<file path="src/rtl/arbitro_rr_fifo_pkg.sv">
// Shared definitions for the round-robin input-to-output FIFO scheduler.
// Word geometry, FSM encoding, the in-flight slot record and small helpers.
// Imported by the interface, the priority selector and the top level.
package arbitro_rr_fifo_pkg;

    localparam int DATA_W   = 10;
    localparam int N_IN     = 4;
    localparam int N_OUT    = 4;
    localparam int DEST_MSB = 9;
    localparam int DEST_LSB = DEST_MSB - 1;
    localparam int DEST_W   = 2;
    localparam int IDX_W    = $clog2(N_IN);

    typedef enum logic {
        IDLE = 1'b0,
        BUSY = 1'b1
    } arb_state_e;

    // Word registered at the grant edge and pushed in the following cycle.
    typedef struct packed {
        logic [DATA_W-1:0] data;
        logic [IDX_W-1:0]  id;
        logic [DEST_W-1:0] dest;
    } slot_t;

    function automatic logic [DEST_W-1:0] get_dest(input logic [DATA_W-1:0] word);
        return word[DEST_MSB:DEST_LSB];
    endfunction

    function automatic logic [IDX_W-1:0] next_idx(input logic [IDX_W-1:0] idx);
        return (int'(idx) == N_IN - 1) ? '0 : idx + IDX_W'(1);
    endfunction

endpackage

</file>
<file path="src/rtl/arbitro_rr_fifo_if.sv">
// Bundle of the input-FIFO head/pop side and the output-FIFO push/afull side.
// slave: scheduler view (consumes heads, drives pops/pushes); master: environment view.
// Ports: arb_en, in_empty, in_data, in_pop, out_afull, out_push, out_data, grant_id, idle.
interface arbitro_rr_fifo_if;
    import arbitro_rr_fifo_pkg::*;

    logic                   arb_en;
    logic [N_IN-1:0]        in_empty;
    logic [N_IN*DATA_W-1:0] in_data;
    logic [N_IN-1:0]        in_pop;
    logic [N_OUT-1:0]       out_afull;
    logic [N_OUT-1:0]       out_push;
    logic [DATA_W-1:0]      out_data;
    logic [IDX_W-1:0]       grant_id;
    logic                   idle;

    modport slave (
        input  arb_en, in_empty, in_data, out_afull,
        output in_pop, out_push, out_data, grant_id, idle
    );

    modport master (
        output arb_en, in_empty, in_data, out_afull,
        input  in_pop, out_push, out_data, grant_id, idle
    );

endinterface

</file>
<file path="src/rtl/arbitro_rr_fifo_prioridad.sv">
// Rotating-priority selector: first asserted request at or after ptr wins.
// Latency: purely combinational.
// Backpressure: none here; callers mask blocked requesters out of req.
// Ports: req (request vector), ptr (highest-priority index),
//        gnt (one-hot or zero), gnt_idx (encoded winner), gnt_vld (any winner).
module rr_prioridad
    import arbitro_rr_fifo_pkg::*;
(
    input  logic [N_IN-1:0]  req,
    input  logic [IDX_W-1:0] ptr,
    output logic [N_IN-1:0]  gnt,
    output logic [IDX_W-1:0] gnt_idx,
    output logic             gnt_vld
);

    always_comb begin
        logic [IDX_W-1:0] idx;
        idx     = '0;
        gnt     = '0;
        gnt_idx = '0;
        gnt_vld = 1'b0;
        for (int k = 0; k < N_IN; k++) begin
            idx = IDX_W'((int'(ptr) + k) % N_IN);
            if (!gnt_vld && req[idx]) begin
                gnt_vld      = 1'b1;
                gnt_idx      = idx;
                gnt[idx]     = 1'b1;
            end
        end
    end

endmodule

</file>
<file path="src/rtl/arbitro_rr_fifo.sv">
// Round-robin scheduler moving head words from 4 input FIFOs to 4 output FIFOs.
// Latency: pop in cycle N, push of the registered word in cycle N+1; 1 word/cycle.
// Backpressure: inputs whose destination is almost-full are skipped, others proceed.
// Ports: clk, reset (async active-low), bus (slave modport of arbitro_rr_fifo_if).
module arbitro_rr_fifo
    import arbitro_rr_fifo_pkg::*;
(
    input  logic             clk,
    input  logic             reset,
    arbitro_rr_fifo_if.slave bus
);

    logic [DATA_W-1:0] head [N_IN];
    logic [N_IN-1:0]   elig;
    logic [N_IN-1:0]   gnt;
    logic [IDX_W-1:0]  gnt_idx;
    logic              gnt_vld;

    arb_state_e        fsm_q, fsm_d;
    logic [IDX_W-1:0]  ptr_q, ptr_d;
    slot_t             slot_q, slot_d;

    // Eligibility is also gated by reset so no pop escapes while the
    // registers are held, even though the selector is combinational.
    always_comb begin
        elig = '0;
        for (int i = 0; i < N_IN; i++) begin
            head[i] = bus.in_data[i*DATA_W +: DATA_W];
            elig[i] = reset & bus.arb_en & ~bus.in_empty[i]
                    & ~bus.out_afull[get_dest(head[i])];
        end
    end

    rr_prioridad u_prioridad (
        .req     (elig),
        .ptr     (ptr_q),
        .gnt     (gnt),
        .gnt_idx (gnt_idx),
        .gnt_vld (gnt_vld)
    );

    // A grant always (re)loads the slot, so BUSY->BUSY needs no stall.
    always_comb begin
        fsm_d  = gnt_vld ? BUSY : IDLE;
        ptr_d  = ptr_q;
        slot_d = slot_q;
        if (gnt_vld) begin
            ptr_d       = next_idx(gnt_idx);
            slot_d.data = head[gnt_idx];
            slot_d.id   = gnt_idx;
            slot_d.dest = get_dest(head[gnt_idx]);
        end
    end

    always_ff @(posedge clk or negedge reset) begin
        if (!reset) begin
            fsm_q  <= IDLE;
            ptr_q  <= '0;
            slot_q <= '0;
        end else begin
            fsm_q  <= fsm_d;
            ptr_q  <= ptr_d;
            slot_q <= slot_d;
        end
    end

    // Push is decoded from registered state only, so the async reset
    // removes it immediately and drops any word in flight.
    always_comb begin
        bus.out_push = '0;
        if (fsm_q == BUSY) begin
            bus.out_push[slot_q.dest] = 1'b1;
        end
    end

    assign bus.in_pop   = gnt;
    assign bus.out_data = slot_q.data;
    assign bus.grant_id = slot_q.id;
    assign bus.idle     = (fsm_q == IDLE) && (elig == '0);

endmodule

</file>
<file path="src/flat_wrapper.sv">
// flat-port wrapper written by rule: the top's interface ports become plain ports
module arbitro_rr_fifo_flat import arbitro_rr_fifo_pkg::*;
  (clk, reset, bus_arb_en, bus_in_empty, bus_in_data, bus_out_afull, bus_in_pop, bus_out_push, bus_out_data, bus_grant_id, bus_idle);
  arbitro_rr_fifo_if bus_i ();
  input  logic clk;
  input  logic reset;
  input wire logic [$bits(bus_i.arb_en)-1:0] bus_arb_en;
  input wire logic [$bits(bus_i.in_empty)-1:0] bus_in_empty;
  input wire logic [$bits(bus_i.in_data)-1:0] bus_in_data;
  input wire logic [$bits(bus_i.out_afull)-1:0] bus_out_afull;
  output wire logic [$bits(bus_i.in_pop)-1:0] bus_in_pop;
  output wire logic [$bits(bus_i.out_push)-1:0] bus_out_push;
  output wire logic [$bits(bus_i.out_data)-1:0] bus_out_data;
  output wire logic [$bits(bus_i.grant_id)-1:0] bus_grant_id;
  output wire logic [$bits(bus_i.idle)-1:0] bus_idle;
  assign bus_i.arb_en = bus_arb_en;
  assign bus_i.in_empty = bus_in_empty;
  assign bus_i.in_data = bus_in_data;
  assign bus_i.out_afull = bus_out_afull;
  assign bus_in_pop = bus_i.in_pop;
  assign bus_out_push = bus_i.out_push;
  assign bus_out_data = bus_i.out_data;
  assign bus_grant_id = bus_i.grant_id;
  assign bus_idle = bus_i.idle;
  arbitro_rr_fifo u_core (.clk(clk), .reset(reset), .bus(bus_i));
endmodule
</file>
<file path="config.mk">
export PLATFORM = sky130hd
export DESIGN_NAME = arbitro_rr_fifo_flat
export DESIGN_NICKNAME = d
export VERILOG_FILES = /design/src/rtl/arbitro_rr_fifo_pkg.sv /design/src/rtl/arbitro_rr_fifo_if.sv /design/src/rtl/arbitro_rr_fifo_prioridad.sv /design/src/rtl/arbitro_rr_fifo.sv /design/src/flat_wrapper.sv
export SDC_FILE = /design/constraint.sdc
export NUM_CORES = 1
export LEC_CHECK = 0
export ABC_AREA = 1
export CAP_MARGIN = 25
export CORE_UTILIZATION = 41
export CTS_CLUSTER_SIZE = 20
export DETAILED_ROUTE_END_ITERATION = 6
export HOLD_SLACK_MARGIN = 0.05
export PLACE_DENSITY = 0.78
export SYNTH_ARGS = -nofsm -noshare
export SYNTH_HDL_FRONTEND = slang
export SYNTH_SLANG_ARGS = --single-unit
export TNS_END_PERCENT = 10
</file>
<file path="constraint.sdc">
create_clock -name clk -period 2.3 [get_ports clk]
set_input_delay 0.575 -clock clk [delete_from_list [all_inputs] [get_ports clk]]
set_output_delay 0.575 -clock clk [all_outputs]
set_load 0.02 [all_outputs]
</file>
# Word-level counts from Yosys, hierarchy flattened
# Index checks and enable logic that the tools add are counted.
[word_totals]
reg_bits = 17
in_bits = 51
word_cells = 104
[classes]
reduce_logical = 13
muxes = 44
add_sub_neg = 4
n_bitwise = 22
n_lt_le_gt_ge = 15
n_eq_ne = 1
[op_table]
columns = ["operator", "n"]
rows = [
  ["$lt A2 B3 Y1 const B", 9],
  ["$bmux W10 S2", 1],
  ["$mux W10", 2],
  ["$mux W4", 5],
  ["$mux W1", 18],
  ["$bmux W1 S2", 8],
  ["$or A4 B4 Y4", 3],
  ["$demux W1 S2", 5],
  ["$ge A2 B1 Y1 const B", 5],
  ["$mux W2", 5],
  ["$and A1 B1 Y1", 9],
  ["$logic_and A1 B1 Y1", 9],
  ["$not A1 Y1", 9],
  ["$add A2 B1 Y2 const B", 2],
  ["$add A2 B2 Y2 const B", 2],
  ["$logic_not A4 Y1", 1],
  ["$ge A3 B3 Y1 const B", 1],
  ["$logic_not A1 Y1", 3],
  ["$not A2 Y3", 1],
  ["$eq A2 B1 Y1 const B", 1],
]

# Depth between registers and ports, before layout
# Gate-level depths: netlist of run 1.
[depth]
word_depth = 20
depth_mapped = 18
depth_no_buf = 17

# Modules after synthesis
# Synthesis of run 1 repeated with hierarchy kept, for this count alone.
[unflattened]
hier_cells = 246
area_unflattened_um2 = 1539.0
[modules_own_cells]
columns = ["mod", "area_per_inst_um2", "n_inst", "cells_per_inst", "seq_area_each_um2"]
rows = [
  ["arbitro_rr_fifo", 1098.6, 1, 172, 375.4],
  ["rr_prioridad", 440.4, 1, 74, 0.0],
]

# Worst setup path before layout of run 1
# OpenSTA, ideal clock, no wires.
[synth_path]
path_kind = "reg2out"
startpoint = "reg, netlist name u_core.ptr_q[0]"
endpoint = "out bus_idle"
slack_ns = -0.361
stages_incl_launch_ff = 12
arrival_time_ns = 2.086
n_path_buf = 2
required_time_ns = 1.725
path_cell_list = "dfrtp_1 -> buf_4 -> inv_2 -> ha_1 -> inv_1 -> nand2_1 -> nand2_4 -> nand3_4 -> nor2_2 -> inv_1 -> buf_2 -> nor2_1"
[synth_rtl]
columns = ["item", "line_no", "text"]
rows = [
  ["end, declared", "flat_wrapper.sv:15", "output wire logic [$bits(bus_i.idle)-1:0] bus_idle;"],
]

# Worst setup path in the final report of run 1
[layout_path]
startpoint = "in bus_in_data[8]"
endpoint = "reg u_core.slot_q[0] in the netlist's numbering"
[layout_between]
elab_chain_cells = 20
elab_cells_between_ends = 30
classes_between = "mux: 21; bitwise: 3; reduce/logical: 6"
[layout_rtl]
columns = ["item", "line_no", "text"]
rows = [
  ["start, declared", "flat_wrapper.sv:9", "input wire logic [$bits(bus_i.in_data)-1:0] bus_in_data;"],
  ["$bmux W1 S2", "arbitro_rr_fifo.sv:30", "& ~bus.out_afull[get_dest(head[i])];"],
  ["$mux W1 (not written as such)", "arbitro_rr_fifo.sv:30", ""],
  ["$not A1 Y1", "arbitro_rr_fifo.sv:30", ""],
  ["$and A1 B1 Y1", "arbitro_rr_fifo.sv:30", ""],
  ["$bmux W1 S2", "arbitro_rr_fifo_prioridad.sv:24", "if (!gnt_vld && req[idx]) begin"],
  ["$mux W1 (not written as such)", "arbitro_rr_fifo_prioridad.sv:24", ""],
  ["$mux W1", "arbitro_rr_fifo_prioridad.sv:24", ""],
  ["$logic_not A1 Y1", "arbitro_rr_fifo_prioridad.sv:24", ""],
  ["[3 not listed]", "n/a", ""],
  ["$logic_and A1 B1 Y1", "arbitro_rr_fifo_prioridad.sv:24", ""],
  ["$mux W1", "arbitro_rr_fifo_prioridad.sv:24", ""],
  ["$logic_not A1 Y1", "arbitro_rr_fifo_prioridad.sv:24", ""],
  ["$logic_and A1 B1 Y1", "arbitro_rr_fifo_prioridad.sv:24", ""],
  ["$mux W2", "arbitro_rr_fifo_prioridad.sv:24", ""],
  ["$not A2 Y3 (not written as such)", "arbitro_rr_fifo.sv:51", "slot_d.dest = get_dest(head[gnt_idx]);"],
  ["$bmux W10 S2", "arbitro_rr_fifo.sv:51", ""],
  ["$mux W10 (not written as such) (2 in a row)", "arbitro_rr_fifo.sv:51", ""],
  ["end signal, assigned", "arbitro_rr_fifo.sv:63", "slot_q <= slot_d;"],
  ["end, declared", "arbitro_rr_fifo.sv:21", "slot_t slot_q, slot_d;"],
]
# Several ways; a longest one is shown, not always the timed one. The select of a mux whose other input is x is not followed.
# A chain may end at the register's enable or synchronous reset.

==> results.sh, run 1 <==
export IMPL_syn_area_um2=1920
export IMPL_synth_cells=304
export IMPL_postSynth_asyncResetShare_pct=100
export IMPL_dp_hpwl_mm=4.18
export IMPL_core_area_um2=4440
export IMPL_fp_dieH_um=70.5
export IMPL_place_inst=447
export IMPL_criticalPathCategory="primary input to flop"
export IMPL_clock_latency_ns=0.24
export IMPL_rows=24
export IMPL_ys_top_cells_by_area="nand2_1, dfrtp_1, nand3_1"
export IMPL_highest_layer="met4"
export IMPL_ir_drop_mv=0.860
export IMPL_drv_slew=0
export IMPL_setup_tns_final_ns=-1.49
export IMPL_synth_edf_count=0
export IMPL_max_slew_margin_rel_pct=72.3
export IMPL_antenna_found_initial=0
export IMPL_dieArea_um2=4970
export IMPL_post_drt_wl_per_cell_um=16.4
export IMPL_drtIter0Drc=166
export IMPL_tritoncts="done"
export IMPL_final_util_pct=81.8
export IMPL_hold_viol_final=0
export IMPL_met2_length_mm=4.40
export IMPL_route_vias_total=2675
export IMPL_synth_fa_ha_area_share_pct=5.21
export IMPL_synth_commonest_cells="nand2_1, inv_1, nand3_1"
export IMPL_fin_crit_sh_pct=111
export IMPL_grt_pass1_wl_mm=11.2
export IMPL_drtPass1Iterations=7
export IMPL_rrSetupSlack_ns=-0.01
export IMPL_numCtsBuffers=3
export IMPL_num_fill_cells=283
export IMPL_root_buffer="clkbuf_8"
export IMPL_skew_ns=0.000944
export IMPL_crit_start="bus_in_data[8]"
export IMPL_area_growth_pct=89.3
export IMPL_powerDensity_nw_per_um2=1660
export IMPL_crit_arrival_ns=2.74
export IMPL_place_congestion=0.830
export IMPL_wl_met3_um=448
export IMPL_synth_top_area_share_pct=20.5
export IMPL_drtAntennaViolNets=0
export IMPL_avgSynthCellArea_um2=6.32
export IMPL_setup_viol=11
export IMPL_seq_area_frac_synth_pct=19.5
export IMPL_cts_htree_levels=1
export IMPL_diodes=0
export IMPL_hold_buffers=0
export IMPL_grt_max_degree=23
export IMPL_overflow=0
export IMPL_clk_path_buf_depth=2
export IMPL_grt_usage_pct=28.5
export IMPL_synth_compound_area_share_pct=3.71
export IMPL_synth_seq_cells=15
export IMPL_final_nets=513
export IMPL_synth_top_family_by_area="simple AND/OR/NAND/NOR gates"
export IMPL_viasPerCell=5.30
export IMPL_path_max_fanout=3
export IMPL_die_w_um=70.5
export IMPL_start_util_pct=43.2
export IMPL_cts_clk_slew_worst_paths_ns=0.06
export IMPL_cts_sinks=15
export IMPL_hp_class="primary input to asynchronous set/reset pin"
export IMPL_layout_drive_gt1_share_pct=47.9
export IMPL_yosysMostFrequentCell="nand2_1"
export IMPL_first_global_vias=2487
export IMPL_yosys_warnings=0
export IMPL_io_buffer_count=71
export IMPL_synthXorXnorAreaFrac_pct=0
export IMPL_required_ns=2.48
export IMPL_reg2reg_depth=16
export IMPL_ios=72
export IMPL_setup_worst_path_start_class="primary input"
export IMPL_stdcell_count=505
export IMPL_max_freq_mhz=391
export IMPL_yosys_area_share_simple_pct=55.7
export IMPL_place_ws_ns=-1.13
export IMPL_wirelength_mm=8.28
export IMPL_violations="DRC, setup timing"
export IMPL_crit_path_end_kind="flop"
export IMPL_wl_met1_mm=2.91
export IMPL_synth_ff_type="dfrtp_1"
export IMPL_synthMuxAreaShare_pct=0
export IMPL_status="complete, but fails checks"
export IMPL_r2r_end="u_core.slot_q[0]$_DFFE_PN0P_"
export IMPL_p_leak_nw=1.88
export IMPL_synth_cell_types=26
export IMPL_min_period_ns=2.55
export IMPL_rsz0062_at_grt="yes"
export IMPL_synth_net_count=363
export IMPL_yosysTopAreaCell="nand2_1"
export IMPL_drv_cap=0
export IMPL_drc=4
export IMPL_r2r_start="u_core.ptr_q[0]$_DFFE_PN0P_"
export IMPL_tightest_slew_ns=0.414
export IMPL_setup_slack_ns=-0.255
[registers in the layout, indices dropped and copies added, names as in the netlist]
signal / flops
u_core.bus.grant_id: 2
u_core.fsm_q: 1
u_core.slot_q: 1
u_core.bus.out_data: 9
u_core.ptr_q: 2
[layout make-up]
| type | count | area [µm²] | area share [%] |
|---|---|---|---|
| Inverter | 58 | 273 | 7.50 |
| Tap cell | 52 | 65.1 | 1.79 |
| Sequential cell | 15 | 378 | 10.4 |
| Timing Repair Buffer | 156 | 1350 | 37.2 |
| Multi-Input combinational cell | 220 | 1520 | 41.9 |
| Clock buffer | 4 | 45.0 | 1.24 |
[layout by cell type, fill, tap and decap left out, drive strengths merged]
master and n:
o2111ai 4, ha 8, nand3 62, o21ai 2
buf 105, clkdlybuf4s50 48, nor3 4, nand2 117
nor2 14, nand4 5, a21boi 1, clkdlybuf4s15 1
a21oi 3, clkbuf 6, dfrtp 15, inv 58
[layer usage]
layer | global-route usage (%) | vias to the layer above
met1 | 30.3 | 1260
li1 | - | 1248
met3 | 4.76 | 38
met5 | 0 | -
met2 | 54.4 | 129
met4 | 12.9 | 0
[timing repair]
action | 4_1_cts | 5_1_grt
gates resized for setup | 149 | 54
endpoints found under the setup margin | 19 | 17
pin swaps | 37 | 35
buffers inserted | 53 | 1
[report_power, final]
group          internal [W]  switching (W)
registers          0.000450       0.000104
logic               0.00209        0.00319
clock network      0.000122      0.0000832
[cell families after synthesis]
group | count (synthesis)
AOI/OAI and AO/OA | 10
adders and majority gates | 8
buffers and inverters | 69
DFF | 15
and+or+nand+nor | 202
[how the worst max path moves through the flow]
stage,to,slack (ns),depth (start not counted)
global route,u_core.slot_q[0]$_DFFE_PN0P_,-0.28,20
finish,u_core.slot_q[0]$_DFFE_PN0P_,-0.25,20
CTS,bus_in_pop[3],-0.17,13
global placement,bus_in_pop[0],-1.09,12
detailed placement,bus_in_pop[2],-1.13,14
floorplan,bus_in_pop[1],-0.07,9
[worst max-delay path, cell delays in order]
cell and delay, ns:
buf_6 0.10, inv_6 0.04, buf_4 0.12, buf_4 0.12, buf_4 0.12, buf_4 0.13, buf_4 0.14, buf_4 0.13
buf_4 0.12, buf_4 0.12, buf_4 0.12, buf_4 0.13, buf_4 0.13, buf_4 0.12, buf_4 0.12, nand2_1 0.10
nand3_2 0.10, nand2_2 0.08, nand2_1 0.05, nand2_1 0.06
[through the flow]
| stage | total power (W) | hold WS, ns | cell area (µm²) |
|---|---|---|---|
| 2_1_floorplan | 0.00387 | 0.279 | 1970 |
| 3_3_place_gp | 0.00502 | 0.461 | 2880 |
| 3_5_place_dp | 0.00512 | 0.464 | 2880 |
| 4_1_cts | 0.00560 | 0.290 | 3450 |
| 5_1_grt | 0.00650 | 0.299 | 3640 |
| 6_report | 0.00604 | 0.297 | 3640 |
Power figures use the tool's default switching activity.
==> run 2, diff against run 1 <==
--- a/config.mk
+++ b/config.mk
@@ -6,13 +6,15 @@
 export NUM_CORES = 1
 export LEC_CHECK = 0
 export ABC_AREA = 1
+export ABC_CLOCK_PERIOD_IN_PS = 2300
 export CAP_MARGIN = 25
-export CORE_UTILIZATION = 41
+export CORE_UTILIZATION = 38
 export CTS_CLUSTER_SIZE = 20
 export DETAILED_ROUTE_END_ITERATION = 6
 export HOLD_SLACK_MARGIN = 0.05
 export PLACE_DENSITY = 0.78
 export SYNTH_ARGS = -nofsm -noshare
 export SYNTH_HDL_FRONTEND = slang
+export SYNTH_HIERARCHICAL = 1
 export SYNTH_SLANG_ARGS = --single-unit
 export TNS_END_PERCENT = 10
==> results.sh, run 2 <==
export IMPL_drv_slew=0
export IMPL_grt_max_degree=21
export IMPL_synth_top_area_share_pct=24.4
export IMPL_placed_cell_area_um2=2500
export IMPL_ir_drop_mv=1.03
export IMPL_fin_area_um2=2840
export IMPL_clk_path_buf_depth=2
export IMPL_final_util_pct=75.2
export IMPL_violations="setup timing"
export IMPL_wirelength_mm=5.31
export IMPL_synth_ff_type="dfrtp_1"
export IMPL_drtIter0Drc=136
export IMPL_numCtsBuffers=3
export IMPL_fin_crit_sh_pct=109
export IMPL_crit_path_end_kind="output port"
export IMPL_hp_class="primary input to asynchronous set/reset pin"
export IMPL_clock_latency_ns=0.24
export IMPL_layout_drive_gt1_share_pct=36.1
export IMPL_postSynth_asyncResetShare_pct=100
export IMPL_synth_commonest_cells="nand2_1, nor2_1, inv_1"
export IMPL_antenna_found_initial=0
export IMPL_setup_viol=16
export IMPL_ios=72
export IMPL_crit_arrival_ns=1.94
export IMPL_drv_cap=0
export IMPL_yosys_warnings=6
export IMPL_syn_area_um2=1540
export IMPL_yosysMostFrequentCell="nand2_1"
export IMPL_fp_dieH_um=65.6
export IMPL_powerDensity_nw_per_um2=1750
export IMPL_io_buffer_count=71
export IMPL_rows=22
export IMPL_min_period_ns=2.51
export IMPL_diodes=0
export IMPL_start_util_pct=40.8
export IMPL_route_vias_total=2099
export IMPL_setup_tns_final_ns=-1.96
export IMPL_max_slew_margin_rel_pct=81.7
export IMPL_first_global_vias=1919
export IMPL_viasPerCell=5.11
export IMPL_cts_clk_slew_worst_paths_ns=0.06
export IMPL_setup_slack_ns=-0.213
export IMPL_num_fill_cells=287
export IMPL_path_max_fanout=6
export IMPL_dieArea_um2=4310
export IMPL_ys_top_cells_by_area="dfrtp_1, nand2_1, nor2_1"
export IMPL_cts_sinks=15
export IMPL_grt_pass1_wl_mm=8.16
export IMPL_root_buffer="clkbuf_8"
export IMPL_largest_reg_flops=10
export IMPL_cts_htree_levels=1
export IMPL_hold_viol_final=0
export IMPL_avgSynthCellArea_um2=6.26
export IMPL_max_freq_mhz=398
export IMPL_required_ns=1.73
export IMPL_yosysTopAreaCell="dfrtp_1"
export IMPL_synth_seq_cells=15
export IMPL_synth_cell_types=28
export IMPL_layout_common_cells="clkdlybuf4s50_1, buf_4, nand2_1"
export IMPL_synth_cells=246
export IMPL_synth_edf_count=0
export IMPL_setup_worst_path_start_class="primary input"
export IMPL_tritoncts="done"
export IMPL_hold_buffers=0
export IMPL_seqCellArea_um2=375
export IMPL_drtAntennaViolNets=0
export IMPL_grt_usage_pct=24.2
export IMPL_place_ws_ns=-1.07
export IMPL_post_drt_wl_per_cell_um=12.9
export IMPL_status="complete, but fails checks"
export IMPL_die_w_um=65.6
export IMPL_place_congestion=0.877
export IMPL_seq_area_frac_synth_pct=24.4
export IMPL_multi_input_area_um2=1120
export IMPL_criticalPathCategory="primary input to output port"
export IMPL_drtPass1Iterations=4
export IMPL_drc=0
export IMPL_final_nets=421
export IMPL_p_leak_nw=1.36
export IMPL_tightest_slew_ns=0.272
export IMPL_synth_net_count=303
export IMPL_rsz0062_at_grt="yes"
export IMPL_dp_hpwl_mm=3.74
export IMPL_holdWs_ns=0.302
export IMPL_core_area_um2=3770
export IMPL_overflow=0
export IMPL_skew_ns=0.00314
export IMPL_area_growth_pct=84.3
==> run 2: changes by cell type in the layout (fill, tap and decap cells not counted), moves of 6 or more <==
cell / previous run / this run
a21oi_1: 2 / 11
nand3_1: 35 / 12
nand2_1: 77 / 47
nand2_2: 28 / 8
nor2_2: 2 / 10
nand3_4: 8 / 2
inv_1: 39 / 13
buf_4: 86 / 48
o21ai_1: 1 / 18
inv_2: 8 / 14
nor2_1: 2 / 27
nor2_4: 10 / 3
nand3_2: 19 / 8
==> run 2: logic make-up (layout without fill, tap and decap cells) <==
group / count (synthesis) / after routing / share of synthesized area, %
flops: 15 / 15 / 24.4
compound gates: 53 / 53 / 19.3
buf+inv: 39 / 155 / 12.5
fa+ha+maj: 6 / 6 / 4.88
simple gates: 133 / 134 / 38.9
==> run 2: worst paths after layout <==
| path | from | end | slack [ns] | depth (start not counted) |
|---|---|---|---|---|
| max | bus_in_data[8] | bus_in_pop[3] | -0.21 | 14 |
| min | reset | u_core/ptr_q[0]$_DFFE_PN0P_ | 0.30 | 2 |
| max reg2reg | u_core/ptr_q[1]$_DFFE_PN0P_ | u_core/bus.out_data[8]$_DFFE_PN0P_ | -0.06 | 17 |
| min reg2reg | u_core/bus.grant_id[0]$_DFFE_PN0P_ | u_core/bus.grant_id[0]$_DFFE_PN0P_ | 0.49 | 2 |
| max in group asynchronous | reset | u_core/bus.out_data[8]$_DFFE_PN0P_ | 1.83 | 2 |
| min in group clk | u_core/bus.grant_id[0]$_DFFE_PN0P_ | u_core/bus.grant_id[0]$_DFFE_PN0P_ | 0.49 | 2 |
==> run 2: critical path, cell delays in order <==
cell and delay (ns):
buf_8 0.10, nand2_2 0.06, o211ai_1 0.10, nand3_2 0.11, inv_2 0.05, inv_2 0.06
nand2_4 0.05, nand3_4 0.12, nand2_4 0.09, buf_6 0.13, nor2_4 0.14, nand4_1 0.10
nand3_1 0.12, buf_6 0.12
==> run 2: metal layers <==
metal / vias to the layer above / GRT usage, % / wire length, µm
li1: 1053 / - / -
met1: 950 / 28.9 / 2190
met2: 84 / 43.2 / 2660
met3: 12 / 3.82 / 340
met4: 0 / 8.15 / 109
met5: - / 0 / 0
==> run 2: layout make-up <==
cell class / instances / area share, %
Clock buffer: 4 / 1.59
Multi-Input combinational cell: 193 / 39.3
Tap cell: 48 / 2.12
Inverter: 29 / 4.19
Sequential cell: 15 / 13.2
Timing Repair Buffer: 122 / 39.5
==> run 2: what timing repair did <==
action,in CTS,in global routing
pin swaps,37,29
hold endpoints to repair,0,0
endpoints found under the setup margin,20,19
gates resized for setup,134,32
cloned,1,0
buffers inserted,10,8
==> run 2: stage by stage <==
stage / power, W / instances
6_report: 0.00496 / 411
5_1_grt: 0.00537 / 411
4_1_cts: 0.00473 / 404
3_5_place_dp: 0.00429 / 389
3_3_place_gp: 0.00423 / 389
2_1_floorplan: 0.00297 / 246
==> run 2: report_power, final <==
| part | total, W | internal [W] | switching, W |
|---|---|---|---|
| Combinational | 0.00424 | 0.00192 | 0.00232 |
| Clock | 0.000207 | 0.000122 | 0.0000848 |
| Sequential | 0.000511 | 0.000432 | 0.0000790 |
| Total | 0.00496 | 0.00248 | 0.00248 |
==> run 3, diff against run 2 <==
--- a/config.mk
+++ b/config.mk
@@ -6,7 +6,6 @@
 export NUM_CORES = 1
 export LEC_CHECK = 0
 export ABC_AREA = 1
-export ABC_CLOCK_PERIOD_IN_PS = 2300
 export CAP_MARGIN = 25
 export CORE_UTILIZATION = 38
 export CTS_CLUSTER_SIZE = 20
==> results of run 3 <==
Same layout as run 2: the final DEF is identical, and so are final timing and power.
